File: src/rtl/shift_sched_pkg.sv
// Shared types and constants for the two-client shift scheduler.
package shift_sched_pkg;

  localparam int DATA_W  = 8;
  localparam int AMT_W   = 4;
  localparam int MAXPASS = 7;

  typedef enum logic [1:0] {
    IDLE  = 2'd0,
    SHIFT = 2'd1,
    RESP  = 2'd2
  } state_t;

endpackage

File: src/rtl/shift_sched_right_shift8.sv
// Combinational 8-bit logical right shifter, 0..7 positions per pass.
module right_shift8 (
  input  logic [7:0] data,
  input  logic [2:0] step,
  output logic [7:0] result
);

  assign result = data >> step;

endmodule

File: src/rtl/shift_sched.sv
// Round-robin two-client scheduler sharing one right_shift8 datapath.
// Handshake: a transfer happens on any rising edge where valid and ready are
// both high; a valid source holds its payload until that edge.
module shift_sched
  import shift_sched_pkg::*;
#(
  parameter int NCLIENT = 2,
  parameter int MAXPASS = shift_sched_pkg::MAXPASS
) (
  input  logic                            clk,
  input  logic                            rst,
  input  logic [NCLIENT-1:0]              req_valid,
  input  logic [NCLIENT-1:0][DATA_W-1:0]  req_data,
  input  logic [NCLIENT-1:0][AMT_W-1:0]   req_amt,
  output logic [NCLIENT-1:0]              req_ready,
  output logic                            resp_valid,
  output logic [DATA_W-1:0]               resp_data,
  output logic                            resp_id,
  input  logic                            resp_ready,
  output logic                            busy
);

  state_t              state_q, state_d;
  logic [DATA_W-1:0]   op_q, op_d;
  logic [AMT_W-1:0]    rem_q, rem_d;
  logic                id_q, id_d;
  logic                rr_q, rr_d;

  logic                grant;
  logic                grant_vld;
  logic [2:0]          step;
  logic [DATA_W-1:0]   shifted;

  // Amounts above one pass are consumed MAXPASS at a time.
  assign step = (rem_q > AMT_W'(MAXPASS)) ? 3'(MAXPASS) : rem_q[2:0];

  right_shift8 u_shift (
    .data   (op_q),
    .step   (step),
    .result (shifted)
  );

  always_comb begin
    state_d   = state_q;
    op_d      = op_q;
    rem_d     = rem_q;
    id_d      = id_q;
    rr_d      = rr_q;
    req_ready = '0;
    grant     = rr_q;
    grant_vld = 1'b0;
    case (state_q)
      IDLE: begin
        if (req_valid[rr_q]) begin
          grant     = rr_q;
          grant_vld = 1'b1;
        end else if (req_valid[~rr_q]) begin
          grant     = ~rr_q;
          grant_vld = 1'b1;
        end
        if (grant_vld) begin
          req_ready[grant] = 1'b1;
          op_d    = req_data[grant];
          rem_d   = req_amt[grant];
          id_d    = grant;
          rr_d    = ~grant;
          state_d = SHIFT;
        end
      end
      SHIFT: begin
        op_d  = shifted;
        rem_d = rem_q - AMT_W'(step);
        if (rem_d == '0) state_d = RESP;
      end
      RESP: begin
        if (resp_ready) state_d = IDLE;
      end
      default: state_d = IDLE;
    endcase
  end

  always_ff @(posedge clk or posedge rst) begin
    if (rst) begin
      state_q <= IDLE;
      op_q    <= '0;
      rem_q   <= '0;
      id_q    <= 1'b0;
      rr_q    <= 1'b0;
    end else begin
      state_q <= state_d;
      op_q    <= op_d;
      rem_q   <= rem_d;
      id_q    <= id_d;
      rr_q    <= rr_d;
    end
  end

  // Response fields come straight from registers, so no input reaches them combinationally.
  assign resp_valid = (state_q == RESP);
  assign resp_data  = op_q;
  assign resp_id    = id_q;
  assign busy       = (state_q != IDLE);

endmodule
File: config.mk
export PLATFORM = sky130hd
export DESIGN_NAME = shift_sched
export DESIGN_NICKNAME = d
export VERILOG_FILES = /design/src/rtl/shift_sched_pkg.sv /design/src/rtl/shift_sched_right_shift8.sv /design/src/rtl/shift_sched.sv
export SDC_FILE = /design/constraint.sdc
export NUM_CORES = 1
export LEC_CHECK = 0
export BUFFER_PORTS_ARGS = -buffer_cell sky130_fd_sc_hd__clkbuf_2
export CAP_MARGIN = 0
export CELL_PAD_IN_SITES_DETAIL_PLACEMENT = 1
export CELL_PAD_IN_SITES_GLOBAL_PLACEMENT = 1
export CORE_ASPECT_RATIO = 0.9
export CORE_MARGIN = 2
export CORE_UTILIZATION = 41
export CTS_CLUSTER_SIZE = 14
export DETAILED_ROUTE_END_ITERATION = 12
export HOLD_SLACK_MARGIN = 0.1
export PLACE_DENSITY_LB_ADDON = 0.1
export RECOVER_POWER = 25
export SLEW_MARGIN = 0
export SYNTH_ARGS = -nofsm -noshare
export SYNTH_HDL_FRONTEND = slang
export SYNTH_HIERARCHICAL = 1
export SYNTH_SLANG_ARGS = --single-unit
File: constraint.sdc
create_clock -name clk -period 3.05 [get_ports clk]
set_input_delay 0.4575 -clock clk [delete_from_list [all_inputs] [get_ports clk]]
set_output_delay 0.4575 -clock clk [all_outputs]
set_load 0.05 [all_outputs]
Yosys cells after proc, flatten, opt, wreduce, memory -nomap -nowiden
Cells that the tools add are included.
Widths: inputs -> output; s select.
{"block": "classes", "addsub": 1, "order_cmp": 5, "eq_ne": 5, "shifts": 1, "muxes": 27, "bitwise": 2, "n_reduce_logical": 8}
{"operator": "$mux 8", "n": 3}
{"operator": "$pmux 8 s2", "n": 1}
{"operator": "$mux 4", "n": 3}
{"operator": "$mux 1", "n": 11}
{"operator": "$mux 2", "n": 5}
{"operator": "$pmux 4 s2", "n": 1}
{"operator": "$shr 8x3->8", "n": 1}
{"operator": "$lt 1x2->1 const B", "n": 3}
{"operator": "$pmux 2 s3", "n": 1}
{"operator": "$gt 4x3->1 const B", "n": 1}
{"operator": "$logic_not 4->1", "n": 1}
{"operator": "$ne 2x2->1 const B", "n": 2}
{"operator": "$reduce_and 2->1", "n": 2}
{"operator": "$reduce_bool 2->1", "n": 2}
{"operator": "$sub 4x3->4", "n": 1}
{"operator": "$mux 3", "n": 1}
{"operator": "$reduce_and 3->1", "n": 1}
{"operator": "$eq 2x1->1 const B", "n": 1}
{"operator": "$eq 2x2->1 const B", "n": 1}
{"operator": "$logic_not 2->1", "n": 1}
{"operator": "$ne 2x1->1 const B", "n": 1}
{"operator": "$not 1->1", "n": 2}
{"operator": "$demux 1 s1", "n": 1}
{"operator": "$ge 1x1->1 const B", "n": 1}
{"operator": "$logic_and 1x1->1", "n": 1}
{"block": "totals", "register_bits": 16}

Longest topological paths before layout
Gate-level depths: netlist (run 1).
{"block": "logic_depth", "depth_word": 12, "ltp_mapped": 7}

Cells and area by module
Netlist (run 1), hierarchy kept.
{"mod": "shift_sched", "n_inst": 1, "cells_each": 141, "area_per_inst_um2": 1161.1, "seq_area_each_um2": 400.4}
{"mod": "right_shift8", "n_inst": 1, "cells_each": 28, "area_per_inst_um2": 274.0, "seq_area_each_um2": 0.0}

Worst setup path after synthesis (run 1)
OpenSTA, ideal clock, no wires.
{"block": "synth_path", "path_kind": "input to output", "from": "input req_valid[1]", "to": "output req_ready[1]", "arrival_time_ps": 1665, "required_time_ps": 2592, "slack_ps": 927, "path_stages": 5, "n_path_buf": 2, "path_cell_list": "buf_4 nand2b_1 buf_2 a21oi_2 nor2_1"}
{"block": "synth_via", "elab_chain_len": 11, "elab_cells_between_ends": 17}
{"item": "start, declared", "line_no": "shift_sched.sv:12", "source": "input logic [NCLIENT-1:0] req_valid,"}
{"item": "$mux 1 (not written as such) (2 in a row)", "line_no": "shift_sched.sv:57", "source": "end else if (req_valid[~rr_q]) begin"}
{"item": "$mux 1", "line_no": "shift_sched.sv:57"}
{"item": "$mux 1", "line_no": "shift_sched.sv:54", "source": "if (req_valid[rr_q]) begin"}
{"item": "$mux 1", "line_no": "shift_sched.sv:52", "source": "case (state_q)"}
{"item": "$lt 1x2->1 (not written as such) or $ge 1x1->1 (tied branches)", "line_no": "shift_sched.sv:62", "source": "req_ready[grant] = 1'b1;"}
{"item": "$logic_and 1x1->1 (not written as such)", "line_no": "shift_sched.sv:62"}
{"item": "$mux 1 (not written as such)", "line_no": "shift_sched.sv:62"}
{"item": "$demux 1 s1", "line_no": "shift_sched.sv:62"}
{"item": "$mux 2 *", "line_no": "shift_sched.sv:61", "source": "if (grant_vld) begin"}
{"item": "$mux 2 *", "line_no": "shift_sched.sv:52"}
{"item": "end, declared", "line_no": "shift_sched.sv:15", "source": "output logic [NCLIENT-1:0] req_ready,"}
Every way passes the cells marked *; elsewhere a longest branch is shown, timed or not. The select of a mux whose other input is x is not followed.

Worst setup path in the final report (run 1)
{"block": "layout_path", "from": "register state_q[0]", "to": "output req_ready[1]"}
{"block": "layout_via", "elab_chain_len": 2}
{"item": "start, declared", "line_no": "shift_sched.sv:23", "source": "state_t state_q, state_d;"}
{"item": "start signal, assigned", "line_no": "shift_sched.sv:90", "source": "state_q <= state_d;"}
{"item": "$logic_not 2->1", "line_no": "shift_sched.sv:52"}
{"item": "$mux 2", "line_no": "shift_sched.sv:52"}
Every way passes these cells.

==> out/metrics.cfg, run 1 <==
[synth]
ys_seq_area_share_pct=27.90
async_flop_share_pct=100.0
ys_seq_elements=16
synthCells=169
syn_avg_cell_area_um2=8.492
syn-cell-area_um2=1435
synthDistinctLibCells=42
syn_nets=199
synth_flop_cell=dfrtp_1
synth_edf_count=0
ys_warn_count=6

[place]
portBuffers=41
placed_cells=242
post_dp_cell_area_um2=1624
pre_cts_slack_ns=0.8965
hpwl_mm=3.422
gp_congestion=0.7770

[sta]
max_freq_ghz=0.4529
slew_headroom_pct=56.70
skew_ns=0.001747
fin_crit_ns=2.208
finalMaxSlewViolations=0
hold_slack_ns=0.2652
period_share_pct=72.39
setup_ws_ns=0.8420
finalSetupViolCount=0
hold_viol=0
rsz0062_at_grt=no
tns_ns=0
worst_pin_slew_ns=0.6496

[floorplan]
ioPinCount=42
core_area_um2=3353
initial_core_util_pct=42.80
fp.dieW_um=66.37
die_h_um=60.13
dieArea_um2=3990
rows=20

[finish]
final_common_cell=clkbuf_2
syn_to_final_growth_pct=16.04
fin_area_um2=1665
fill_cells=419
final_cell_mix=clkbuf_2 (41), nor2_1 (29), dfrtp_1 (16)
layout.nets=233
insertedDiodeCount=0
drive_gt1_share_pct=29.85
regArea_um2=400.4
multiInputGateArea_um2=937.1
fin_cells=245

[drt]
drtIter0Drc=126
drcViolationCount=0
wl_per_cell_um=18.38
drt_pass1_iterations=4
wl_mm=4.503
ant_nets=0
vias=1415
via_per_inst=5.776

[worst_setup_path]
worstSetupEndpoint=req_ready[1]
r2r_cells=5
cp.required_ns=2.59
path_class=reg2out
r2r-start=rem_q[3]$_DFFE_PP0P_
startpoint=state_q[0]$_DFFE_PP0P_
critPathLaunchType=register
r2r-end=resp_data[0]$_DFFE_PP0P_
crit_path_max_fanout=6
critPathCaptureType=output pin
worstPathArrival_ns=1.75
r2r_slack_ns=0.99

[global_route]
grt_usage_pct=25.04
first_global_vias=1475
grt_pass1_wl_mm=7.369
antenna_found_initial=0
grt-ovfl-total=0
grt_max_degree=23

[power]
power_density_nw_per_um2=1282
pwr-share-seq_pct=23.8
p_leak_uw=0.0007641
pwr-share-comb_pct=68.5
p_switching_uw=1150
switching_share_pct=53.87
p_int_uw=984.6
ir_drop_mv=0.4176
clock_power_share_pct=7.7

[clocking]
cts_buffer_depth=2
cts_tree=built
clock_latency_ns=0.25
cts-root-buf=clkbuf_8
cts.clk_slew.worst_paths_ns=0.06
htreeDepth=1
post_cts_buffers=0
cts.sinks=16
cts_buffers=3
post_cts_resized=0
hold_buffers=0

[outcome]
status=completed

[job]
cap_viol_max_count=0

[worst_hold_path]
hp-class=in2async

## through the flow
step | total power, uW | util [%]
global placement | 1876 | 48.43
floorplan | 1613 | -
global route | 2289 | 49.66
detailed placement | 1956 | 48.43
finish | 2134 | 49.66
CTS | 2127 | 49.66
## cells in the mapped netlist (2+ instances only)
library cell	instances	area share [%]
a211oi_1	9	4.7
a21boi_0	2	1.0
a21o_1	3	1.6
a21oi_1	3	1.0
a31oi_1	3	1.3
buf_2	3	1.0
buf_4	4	2.1
buf_6	2	1.6
clkbuf_1	4	1.0
dfrtp_1	16	28
inv_1	3	0.78
mux2_2	2	1.6
mux2_4	3	3.1
mux2i_1	7	4.9
mux4_2	2	3.1
nand2_1	7	1.8
nand2b_1	7	3.1
nor2_1	29	7.6
nor2b_1	5	2.2
nor3_1	4	1.4
nor3b_1	8	4.2
o21a_1	3	1.6
o21ai_0	3	1.0
o22ai_1	10	4.4
o32a_1	7	4.9
or2_2	3	1.3
or4_1	2	1.0
## power by group through the flow
stage	registers (uW)	logic, uW	clock network (uW)
finish	507	1460	164
global route	532	1580	174
CTS	506	1460	162
detailed placement	509	1450	0
global placement	494	1380	0
floorplan	646	966	0
## cell type report
type                       instances  share of cell area [%]
inverter                           3                  0.6762
multi-input combinational        136                   56.27
timing repair buffer              43                   13.22
sequential                        16                   24.04
tap                               44                   3.306
clock buffer                       3                   2.479
## worst max-delay path: stages, from the launching register on
cell	delay, ns
dfrtp_1	0.43
nor2_1	0.33
o21ai_0	0.24
nor2_1	0.19
clkbuf_2	0.30
## logic make-up after synthesis
logic type                 synth area share [%]
and+or+nand+nor                           26.77
AOI/OAI and AO/OA                         24.32
buffers and inverters                     6.799
DFF                                       27.90
muxes                                     12.73
xor gates and xnor gates                 0.6104
adders and majority gates                0.8717
## state kept, by name, indices dropped and copies added (netlist names)
name       cells
resp_id        1
state_q        2
rem_q          4
resp_data      8
rr_q           1
## routing by layer
layer  track usage [%]  share of wire (%)  vias up  routed length (um)
met1             35.43                 47      683                2138
met4             7.289               0.64        0                  29
met2             39.86                 48       39                2143
met5                 0                  0        -                   0
li1                  -                  -      691                   -
met3             3.578                4.3        2                 192
## worst min path at each step
stage / depth (start not counted) / to / from / slack (ns)
3_5_place_dp: 1 / resp_id$_DFFE_PP0P_ / resp_id$_DFFE_PP0P_ / 0.47
2_1_floorplan: 1 / rem_q[0]$_DFFE_PP0P_ / rst / 0.37
6_report: 2 / rem_q[0]$_DFFE_PP0P_ / rst / 0.27
3_3_place_gp: 1 / resp_id$_DFFE_PP0P_ / resp_id$_DFFE_PP0P_ / 0.46
5_1_grt: 2 / rem_q[3]$_DFFE_PP0P_ / rst / 0.34
4_1_cts: 2 / resp_data[7]$_DFFE_PP0P_ / rst / 0.29
Note: power is estimated with default switching activity, not from simulation.
==> inputs of run 2 (changes only) <==
--- a/config.mk
+++ b/config.mk
@@ -11,7 +11,7 @@
 export CELL_PAD_IN_SITES_GLOBAL_PLACEMENT = 1
 export CORE_ASPECT_RATIO = 0.9
 export CORE_MARGIN = 2
-export CORE_UTILIZATION = 41
+export CORE_UTILIZATION = 34
 export CTS_CLUSTER_SIZE = 14
 export DETAILED_ROUTE_END_ITERATION = 12
 export HOLD_SLACK_MARGIN = 0.1
==> constraint.sdc (replaced) <==
create_clock -name clk -period 1.9 [get_ports clk]
set_input_delay 0.285 -clock clk [delete_from_list [all_inputs] [get_ports clk]]
set_output_delay 0.285 -clock clk [all_outputs]
set_load 0.05 [all_outputs]
==> run 2 against run 1 <==
Via count grew 2.3%. Setup slack lost 0.79 ns. Clock skew is essentially flat. Routed wire length grew 1.4%. Power grew 66%. Combinational power grew 73%. Sequential power grew 49%. Critical path type is now reg2reg. Hold slack lost 0.16 ns.
==> out/metrics.cfg, run 2 (same netlist as run 1, synthesis figures left out) <==
[power]
ir_drop_mv=0.6374  ; +53%
power_density_nw_per_um2=2007  ; +57%
p_leak_uw=0.0008233  ; +7.7%
total_power_uw=3538  ; +66%

[global_route]
grt_pass1_wl_mm=7.590  ; +3.0%
grt_max_degree=17  ; -26%
antenna_found_initial=0  ; unchanged
grt_usage_pct=20.52  ; -4.5 points
grt-ovfl-total=0  ; unchanged
first_global_vias=1502  ; +1.8%

[floorplan]
dieArea_um2=4758  ; +19%
core_area_um2=4074  ; +21%
fp.dieW_um=72.49  ; +9.2%
initial_core_util_pct=35.23  ; -7.6 points
die_h_um=65.64  ; +9.2%
rows=22  ; +10%
ioPinCount=42  ; unchanged

[drt]
met2WireLength_mm=2.078  ; -3.0%
via_per_inst=5.544  ; -4.0%
ant_nets=0  ; unchanged
drt_pass1_iterations=4  ; unchanged
wl_per_cell_um=17.50  ; -4.8%
routed-wl-met3_um=91  ; -53%
drcViolationCount=0  ; unchanged
wl_mm=4.567  ; +1.4%
vias=1447  ; +2.3%
drtIter0Drc=96  ; -24%
routedLengthMet1_mm=2.397  ; +12%
top_layer=met3

[worst_setup_path]
worstPathArrival_ns=1.99  ; +0.24 ns
path_class=reg2reg
crit_chain=or2_4 -> mux2_2 -> mux4_2 -> o22ai_1 -> nor2_1
critPathLaunchType=register
r2r_cells=5  ; unchanged
slowest_delay_ns=0.48  ; +0.05 ns
crit_slowest_cell=mux4_2
cp.required_ns=2.04  ; -0.55 ns
crit_path_max_fanout=5  ; -1
critPathCaptureType=register

[clocking]
hold_buffers=0  ; unchanged
cts_buffer_depth=2  ; unchanged
cts_buffers=3  ; unchanged
cts.sinks=16  ; unchanged
clock_latency_ns=0.25  ; about the same
htreeDepth=1  ; unchanged
cts_tree=built
cts.clk_slew.worst_paths_ns=0.06  ; about the same
cts-root-buf=clkbuf_8

[sta]
worst_pin_slew_ns=0.6590  ; +0.009412 ns
finalMaxSlewViolations=0  ; unchanged
period_share_pct=97.37
fin_crit_ns=1.850
hold_viol=0  ; unchanged
slew_headroom_pct=56.02  ; -0.68 points
skew_ns=0.001318  ; -0.0004290 ns
max_freq_ghz=0.5406
rsz0062_at_grt=no
tns_ns=0  ; unchanged
finalSetupViolCount=0  ; unchanged

[finish]
largest_register_ffs=8  ; unchanged
final_cell_mix=clkbuf_2 (40), nor2_1 (29), dfrtp_1 (16)
layout.nets=245  ; +5.2%
final_common_cell=clkbuf_2
syn_to_final_growth_pct=22.84
insertedDiodeCount=0  ; unchanged
drive_gt1_share_pct=33.80  ; +4.0 points

[place]
portBuffers=41  ; unchanged
gp_congestion=0.7905  ; +1.7%
hpwl_mm=3.579  ; +4.6%

[worst_hold_path]
hp-class=in2async

[outcome]
status=completed

[job]
cap_viol_max_count=0  ; unchanged

run 2: cell types whose count changed in the layout (fill, tap and decap cells not counted):
cell      previous run  this run
clkbuf_2            41        40
or2_4                0         1
buf_4                2        14
or2_2                3         2
buf_2                0         1
run 2: repair_timing:
action	in CTS	in global routing
setup buffers	0	2
endpoints found under the setup margin	0	2
gates resized for setup	0	1
run 2: final timing paths:
| path | startpoint | slack [ns] | endpoint |
|---|---|---|---|
| min | rst | 0.10 | rem_q[0]$_DFFE_PP0P_ |
| min reg2reg | resp_id$_DFFE_PP0P_ | 0.48 | resp_id$_DFFE_PP0P_ |
| max reg2reg | rem_q[2]$_DFFE_PP0P_ | 0.05 | resp_data[0]$_DFFE_PP0P_ |
| max in group asynchronous | rst | 1.38 | resp_data[5]$_DFFE_PP0P_ |
| min in group clk | resp_ready | 0.31 | state_q[1]$_DFFE_PP0P_ |
| max | rem_q[2]$_DFFE_PP0P_ | 0.05 | resp_data[0]$_DFFE_PP0P_ |
run 2: area by class of cell:
type,instances,area [um2]
fill,517,2311
tap,48,60.06
inverter,3,11.26
sequential,16,400.4
clock buffer,3,41.29
timing repair buffer,55,310.3
multi-input combinational,136,939.7
run 2: critical path: cells and delay by family (launching register included):
family	cells	cell delay [ns]
AO/OA/AOI/OAI	1	0.18
multiplexers	2	0.80
AND/OR/NAND/NOR	2	0.35
flip-flops	1	0.42
run 2: where the power goes:
group          internal [uW]  total (uW)  switching [uW]
sequential               521         754             233
combinational           1040        2530            1490
clock                    141         259             118
total                   1700        3540            1840
run 2: per-layer routing:
| metal | GRT usage, % | vias up |
|---|---|---|
| met1 | 29.26 | 713 |
| met5 | 0 | - |
| met2 | 32.91 | 22 |
| met3 | 3.528 | 0 |
| li1 | - | 712 |
| met4 | 3.472 | 0 |
run 2: metrics by stage:
| stage | hold slack (ns) | instance area (um2) | std cells | setup WS, ns | utilization, % |
|---|---|---|---|---|---|
| floorplan | 0.1987 | 1438 | 169 | 0.02226 | - |
| global placement | 0.4002 | 1707 | 256 | 0.1145 | 41.89 |
| detailed placement | 0.3989 | 1707 | 256 | 0.05623 | 41.89 |
| CTS | 0.1259 | 1748 | 259 | 0.04409 | 42.91 |
| global route | 0.1438 | 1763 | 261 | 0.0009226 | 43.27 |
| finish | 0.1020 | 1763 | 261 | 0.05006 | 43.27 |
==> inputs of run 3 (changes only) <==
--- a/config.mk
+++ b/config.mk
@@ -5,9 +5,9 @@
 export SDC_FILE = /design/constraint.sdc
 export NUM_CORES = 1
 export LEC_CHECK = 0
-export BUFFER_PORTS_ARGS = -buffer_cell sky130_fd_sc_hd__clkbuf_2
+export BUFFER_PORTS_ARGS = -buffer_cell sky130_fd_sc_hd__buf_2
 export CAP_MARGIN = 0
-export CELL_PAD_IN_SITES_DETAIL_PLACEMENT = 1
+export CELL_PAD_IN_SITES_DETAIL_PLACEMENT = 0
 export CELL_PAD_IN_SITES_GLOBAL_PLACEMENT = 1
 export CORE_ASPECT_RATIO = 0.9
 export CORE_MARGIN = 2
@@ -17,6 +17,7 @@
 export HOLD_SLACK_MARGIN = 0.1
 export PLACE_DENSITY_LB_ADDON = 0.1
 export RECOVER_POWER = 25
+export REMOVE_ABC_BUFFERS = 1
 export SLEW_MARGIN = 0
 export SYNTH_ARGS = -nofsm -noshare
 export SYNTH_HDL_FRONTEND = slang
==> run 3 against run 2 <==
Largest power group unchanged. Routed wire length is 10% lower. Global-route usage down 2.3 points. Register-to-register slack gained 0.06 ns.
==> out/metrics.cfg, run 3 (same netlist as run 1, synthesis figures left out) <==
[outcome]
status=completed

[worst_setup_path]
slowest_delay_ns=0.47  ; about the same
critPathLaunchType=register
crit_path_max_fanout=5  ; unchanged
path_class=reg2reg
r2r-end=resp_data[0]$_DFFE_PP0P_
r2r_slack_ns=0.11  ; +0.06 ns
crit_slowest_cell=mux4_2
crit_chain=or2_4 -> mux2_2 -> mux4_2 -> o22ai_1 -> nor2_1
path_delay_family=multiplexers
worstPathArrival_ns=1.93  ; -0.06 ns
r2r_cells=5  ; unchanged
critPathCaptureType=register
cp_num_buf_inv=0  ; unchanged
r2r-start=rem_q[3]$_DFFE_PP0P_
cp.required_ns=2.04  ; about the same

[floorplan]
rows=22  ; unchanged
core_area_um2=4074  ; unchanged
ioPinCount=42  ; unchanged
dieArea_um2=4758  ; unchanged
fp.dieW_um=72.49  ; unchanged
initial_core_util_pct=35.23  ; unchanged
die_h_um=65.64  ; unchanged

[finish]
final_cell_mix=buf_2 (40), nor2_1 (28), dfrtp_1 (15)
insertedDiodeCount=0  ; unchanged
final_common_cell=buf_2
layout.nets=245  ; unchanged
syn_to_final_growth_pct=24.24
fin_area_um2=1783  ; +1.1%
largest_register_ffs=8  ; unchanged
drive_gt1_share_pct=35.05  ; +1.2 points
fin_cells=262  ; +0.38%

[place]
post_dp_cell_area_um2=1719  ; +0.73%
hpwl_mm=3.213  ; -10%
placed_cells=258  ; +0.78%
portBuffers=41  ; unchanged
gp_congestion=0.8242  ; +4.3%

[global_route]
antenna_found_initial=0  ; unchanged
grt_max_degree=17  ; unchanged
grt_usage_pct=18.17  ; -2.3 points
grt_pass1_wl_mm=6.624  ; -13%
first_global_vias=1367  ; -9.0%
grt-ovfl-total=0  ; unchanged

[worst_hold_path]
hp-class=in2async

[power]
power_density_nw_per_um2=1988  ; -0.94%
p_leak_uw=0.0008237  ; about the same
ir_drop_mv=0.6137  ; -3.7%

[clocking]
post_cts_buffers=0  ; unchanged
cts.clk_slew.worst_paths_ns=0.07  ; about the same
hold_buffers=0  ; unchanged
cts_tree=built
cts.sinks=16  ; unchanged
cts-root-buf=clkbuf_8
clock_latency_ns=0.25  ; about the same
cts_buffer_depth=2  ; unchanged
cts_buffers=3  ; unchanged
htreeDepth=1  ; unchanged
post_cts_resized=0  ; unchanged

[drt]
drtIter0Drc=81  ; -16%
wl_mm=4.095  ; -10%
via_per_inst=5.569  ; +0.44%
drcViolationCount=0  ; unchanged
drt_pass1_iterations=4  ; unchanged
ant_nets=0  ; unchanged
vias=1459  ; +0.83%
wl_per_cell_um=15.63  ; -11%

[job]
cap_viol_max_count=0  ; unchanged

[sta]
max_freq_ghz=0.5577  ; +3.2%
rsz0062_at_grt=no
period_share_pct=94.37  ; -3.0 points
hold_viol=0  ; unchanged
tns_ns=0  ; unchanged
hold_slack_ns=0.1124  ; +0.01041 ns
slew_headroom_pct=56.24  ; +0.23 points
fin_crit_ns=1.793  ; -0.05693 ns
finalMaxSlewViolations=0  ; unchanged
worst_pin_slew_ns=0.6556  ; -0.003376 ns
finalSetupViolCount=0  ; unchanged
skew_ns=0.005971  ; +0.004653 ns

## run 3: area by class of cell
class / instances / area, um2
clock buffers: 4 / 55.05
fillers: 437 / 2291
inverters: 3 / 11.26
multi-input cells: 136 / 942.2
flip-flops and latches: 16 / 401.6
well taps: 48 / 60.06
repair buffers: 55 / 312.8
## run 3: metal layers
metal  global-route usage [%]  vias up  part of all wire, %
met5                        0        -                    0
met4                    6.713        0                  1.6
met3                    3.528        6                  5.5
met2                    25.92       52                   43
met1                    26.84      688                   50
li1                         -      713                    -
## run 3: report_power, final
part | leakage, uW | internal, uW | total [uW] | switching (uW)
Sequential | 0.000190 | 523 | 746 | 223
Combinational | 0.000605 | 1050 | 2490 | 1440
Clock | 0.0000288 | 184 | 309 | 125
## run 3: per-stage QoR
stage | util [%] | total power (uW) | setup slack, ns
2_1_floorplan | - | 2501 | -0.01203
3_3_place_gp | 42.20 | 3178 | 0.05851
3_5_place_dp | 42.20 | 3216 | 0.02765
4_1_cts | 43.55 | 3530 | 0.007823
5_1_grt | 43.77 | 3810 | 0.01382
6_report | 43.77 | 3545 | 0.1070
## run 3: worst max path at each step
stage / from / depth (start not counted) / end / slack, ns
after floorplan: rem_q[3]$_DFFE_PP0P_ / 5 / resp_data[0]$_DFFE_PP0P_ / -0.01
after CTS: rem_q[3]$_DFFE_PP0P_ / 5 / resp_data[0]$_DFFE_PP0P_ / 0.008
after global routing: rem_q[3]$_DFFE_PP0P_ / 7 / resp_data[2]$_DFFE_PP0P_ / 0.01
after detailed placement: rem_q[3]$_DFFE_PP0P_ / 5 / resp_data[0]$_DFFE_PP0P_ / 0.03
final: rem_q[3]$_DFFE_PP0P_ / 5 / resp_data[0]$_DFFE_PP0P_ / 0.11
after global placement: rem_q[3]$_DFFE_PP0P_ / 5 / resp_data[0]$_DFFE_PP0P_ / 0.06
